**src/rtl/alu_acc_seq.sv**
```systemverilog
// Accumulator/sequencer stage around the external 16-bit ALU adder.
// Accepts one op + operand, drives the adder for a single EXEC cycle,
// captures sum and flags into the accumulator/status registers, then
// presents the result on a valid/ready response channel.
module alu_acc_seq #(
  parameter int unsigned WIDTH = 16
) (
  input  logic             clk,
  input  logic             rst,
  // request channel
  input  logic             in_valid,
  output logic             in_ready,
  input  logic [1:0]       in_op,
  input  logic [WIDTH-1:0] in_data,
  input  logic             clr_sticky,
  // adder interface
  output logic [WIDTH-1:0] add_a,
  output logic [WIDTH-1:0] add_b,
  output logic             add_cin,
  input  logic [WIDTH-1:0] add_s,
  input  logic             add_cout,
  input  logic             add_sign,
  input  logic             add_zero,
  input  logic             add_parity,
  input  logic             add_ovf,
  // response channel
  output logic             out_valid,
  input  logic             out_ready,
  output logic [WIDTH-1:0] out_data,
  // architectural state
  output logic [WIDTH-1:0] acc,
  output logic [4:0]       flags,
  output logic             sticky_ovf
);

  localparam logic [1:0] OpLoad = 2'b00;
  localparam logic [1:0] OpAdd  = 2'b01;
  localparam logic [1:0] OpAdc  = 2'b10;
  localparam logic [1:0] OpSub  = 2'b11;

  // flags layout: {C, S, Z, P, V}
  localparam int unsigned FlagC = 4;

  typedef enum logic [1:0] {
    StIdle,
    StExec,
    StResp
  } state_e;

  state_e           state_q;
  logic             is_load_q;
  logic             in_ready_q;
  logic             out_valid_q;
  logic [WIDTH-1:0] add_a_q;
  logic [WIDTH-1:0] add_b_q;
  logic             add_cin_q;
  logic [WIDTH-1:0] acc_q;
  logic [4:0]       flags_q;
  logic             sticky_q;
  logic             ovf_capture;

  // LOAD forces V to 0, so only arithmetic ops can raise the sticky bit.
  assign ovf_capture = (state_q == StExec) && !is_load_q && add_ovf;

  // Sequencer FSM: registers operands, drives the adder, captures the result.
  always_ff @(posedge clk) begin
    if (rst) begin
      state_q     <= StIdle;
      is_load_q   <= 1'b0;
      in_ready_q  <= 1'b1;
      out_valid_q <= 1'b0;
      add_a_q     <= '0;
      add_b_q     <= '0;
      add_cin_q   <= 1'b0;
      acc_q       <= '0;
      flags_q     <= '0;
    end else begin
      unique case (state_q)
        StIdle: begin
          if (in_valid) begin
            is_load_q  <= (in_op == OpLoad);
            in_ready_q <= 1'b0;
            state_q    <= StExec;
            case (in_op)
              OpLoad: begin
                add_a_q   <= '0;
                add_b_q   <= in_data;
                add_cin_q <= 1'b0;
              end
              OpAdd: begin
                add_a_q   <= acc_q;
                add_b_q   <= in_data;
                add_cin_q <= 1'b0;
              end
              OpAdc: begin
                add_a_q   <= acc_q;
                add_b_q   <= in_data;
                add_cin_q <= flags_q[FlagC];
              end
              OpSub: begin
                // acc + ~data + 1; C=1 means no borrow
                add_a_q   <= acc_q;
                add_b_q   <= ~in_data;
                add_cin_q <= 1'b1;
              end
              default: begin
                add_a_q   <= '0;
                add_b_q   <= '0;
                add_cin_q <= 1'b0;
              end
            endcase
          end
        end
        StExec: begin
          acc_q       <= add_s;
          flags_q     <= {add_cout & ~is_load_q, add_sign, add_zero, add_parity,
                          add_ovf & ~is_load_q};
          add_a_q     <= '0;
          add_b_q     <= '0;
          add_cin_q   <= 1'b0;
          out_valid_q <= 1'b1;
          state_q     <= StResp;
        end
        StResp: begin
          if (out_ready) begin
            out_valid_q <= 1'b0;
            in_ready_q  <= 1'b1;
            state_q     <= StIdle;
          end
        end
        default: begin
          out_valid_q <= 1'b0;
          in_ready_q  <= 1'b1;
          state_q     <= StIdle;
        end
      endcase
    end
  end

  // Sticky overflow: a capture with V=1 beats a simultaneous clear.
  always_ff @(posedge clk) begin
    if (rst) begin
      sticky_q <= 1'b0;
    end else if (ovf_capture) begin
      sticky_q <= 1'b1;
    end else if (clr_sticky) begin
      sticky_q <= 1'b0;
    end
  end

  assign in_ready   = in_ready_q;
  assign out_valid  = out_valid_q;
  assign out_data   = acc_q;
  assign acc        = acc_q;
  assign flags      = flags_q;
  assign sticky_ovf = sticky_q;
  assign add_a      = add_a_q;
  assign add_b      = add_b_q;
  assign add_cin    = add_cin_q;

endmodule

```
**config.mk**
```make
export PLATFORM = sky130hd
export DESIGN_NAME = alu_acc_seq
export DESIGN_NICKNAME = d
export VERILOG_FILES = /design/src/rtl/alu_acc_seq.sv
export SDC_FILE = /design/constraint.sdc
export NUM_CORES = 1
export LEC_CHECK = 0
export ABC_AREA = 1
export BUFFER_PORTS_ARGS = -buffer_cell sky130_fd_sc_hd__buf_4
export CAP_MARGIN = 20
export CORE_MARGIN = 2
export CORE_UTILIZATION = 30
export DETAILED_ROUTE_END_ITERATION = 10
export PLACE_DENSITY = 0.54
export SETUP_SLACK_MARGIN = 0.02
export SLEW_MARGIN = 20
export SYNTH_ARGS = -nofsm -noshare
export SYNTH_HDL_FRONTEND = slang
export SYNTH_SLANG_ARGS = --single-unit
```
**constraint.sdc**
```tcl
create_clock -name clk -period 1.3 [get_ports clk]
set_input_delay 0.065 -clock clk [delete_from_list [all_inputs] [get_ports clk]]
set_output_delay 0.065 -clock clk [all_outputs]
set_load 0.05 [all_outputs]
```
==> flow_summary.ini <==
[synth]
yosysSeqAreaShare_pct = 44.4
syn-num-nets = 411
syn_area_per_cell_um2 = 7.36
yosys_register_bits = 60
synth-warning-count = 0
synth_cell_type_count = 20
syn_inst = 367
syn_area_um2 = 2700

[layout]
final_common_cell = buf_4
drive_above_1_share_pct = 30.9
final_nets = 530
syn2layout_area_growth_pct = 44.6
mostFrequentLayoutCells = buf_4, nand2_1, dfxtp_1, a21oi_1, nand3_1
antennaDiodeCount = 0
final_core_utilization_pct = 44.8

[timing]
finalCriticalPeriod_ns = 1.12
worst_slew_pin_slew_ns = 0.409
hold_violations = 0
rsz0062_at_grt = no
fin_crit_sh_pct = 86.0
max_slew_margin_pct = 72.7
tns_ns = 0
final-setup-viol-count = 0
skew_ns = 0.00823
max_freq_mhz = 895
slew_violations = 0

[worst_setup_path]
crit_path_end_kind = register
worstPathArrival_ns = 1.38
startpoint_type = register
required_ns = 1.56
reg2reg_slack_ns = 0.18
path_class = register to register
critPathMaxFanout = 27

[power_and_ir_drop]
power_leakage_uw = 0.00180
powerDensity_nw_per_um2 = 1220
ir_worst_vdd_mv = 0.785

[drt]
wl_met1_mm = 3.26
top_layer_used = met4
postRouteAntennaNets = 0
vias = 2672
drtIter0Drc = 70
wl_met3_um = 632
wl_per_cell_um = 12.5
remaining_drc_errors = 0
drt-total-wl_mm = 7.44
post_drt_via_cell_ratio = 4.48
firstDrtPassIters = 4
met2_wirelength_mm = 3.46

[job]
drv_cap = 0

[die]
ios = 117
num_rows = 34
start_util_pct = 31.0
core_region_area_um2 = 8720
die_x_um = 98.9
die_y_um = 98.9
die_area_um2 = 9780

[global_routing]
grt_usage_pct = 15.5
grt_max_degree = 29
grt-ovfl-total = 0
grt_pass1_vias = 2548
grt_pass1_wl_mm = 12.2
antenna_found_initial = 0

[clock_tree]
h-tree-depth = 3
cts_sinks = 60
cts_buffer_depth = 2
clk_latency_ns = 0.33
cts-resized-gates = 0
cts-root-buf = clkbuf_8
cts_tree = built
cts_buffers = 9
postCtsSetupBuffers = 0
postCtsHoldBufs = 21
clk_pin_slew_ns = 0.06

[hold_path]
worstHoldPathType = input port to register

[placement]
place.gp.congestion = 0.747
port_buffers = 116
hpwl_mm = 5.25

[status]
status = complete, no violations
==> synth_stat cells <==
library cell,number,share of area [%]
o21a_1,1,0.28
inv_2,4,0.56
nor2_4,3,1.2
nand2_4,1,0.42
buf_2,5,0.93
o21ai_2,1,0.32
dfxtp_1,60,44
nor2_1,32,4.4
inv_1,33,4.6
clkbuf_1,1,0.14
nand3b_1,1,0.28
xnor2_1,1,0.32
nand3_2,3,1.1
nand3_1,37,6.9
buf_4,21,5.8
a21oi_1,49,9.1
buf_6,10,4.2
o21ai_0,8,1.5
nand2_1,94,13
nand2_2,2,0.46
==> sequential cells by signal, indices dropped and copies added, names as in the netlist <==
name        cells
acc            16
add_a          16
add_b          16
flags           5
state_q         2
add_cin         1
in_ready        1
is_load_q       1
out_valid       1
sticky_ovf      1
==> cell type report <==
type                       count  area (um^2)
inverter                      37          139
multi-input combinational    233         1060
tap                          108          135
clock inverter                 2         35.0
sequential                    60         1200
timing repair buffer         145         1180
fill                         893         4810
clock buffer                  12          155
==> worst paths after layout <==
| check | startpoint | to | cells after the start |
|---|---|---|---|
| hold / removal | in_data[3] | add_b[3] | 4 |
| setup reg to reg | state_q[1] | add_a[13] | 5 |
| hold reg to reg | add_a[10] | add_a[10] | 2 |
| setup / recovery | state_q[1] | add_a[13] | 5 |
==> stage by stage <==
step                setup slack [ns]  total power [uW]  std cells  hold slack, ns  area, um^2
floorplan                      0.213              2790        367           0.196        2700
CTS                            0.180              4840        597         0.00917        3910
detailed placement             0.191              3120        562           0.293        3510
global placement               0.219              3110        562           0.288        3510
global route                  0.0504              5010        597          0.0221        3910
finish                         0.182              4780        597          0.0204        3910
==> layer usage <==
layer  vias to the layer above  global-route usage, %
met1                      1191                   18.4
met4                         0                   4.21
met3                         9                   6.24
met2                        98                   26.0
met5                         -                      0
li1                       1374                      -
==> cells by family (layout without fill, tap and decap cells) <==
group | after synthesis | in the layout | synth area share [%]
XOR/XNOR | 1 | 1 | 0.324
buffers and inverters | 74 | 196 | 16.2
AND/OR/NAND/NOR | 173 | 173 | 27.9
AO/OA/AOI/OAI | 59 | 59 | 11.2
flip-flops | 60 | 60 | 44.4
==> worst max-delay path: stages, from the launching register on <==
cell	delay, ns
dfxtp_1	0.38
inv_2	0.08
nand2_2	0.07
buf_4	0.28
nand3_1	0.12
a21oi_1	0.12
==> report_power, final <==
part / switching, uW / internal [uW]
clock: 694 / 966
combinational: 722 / 403
sequential: 65.7 / 1930
total: 1480 / 3300
Note: power is estimated with default switching activity, not from simulation.
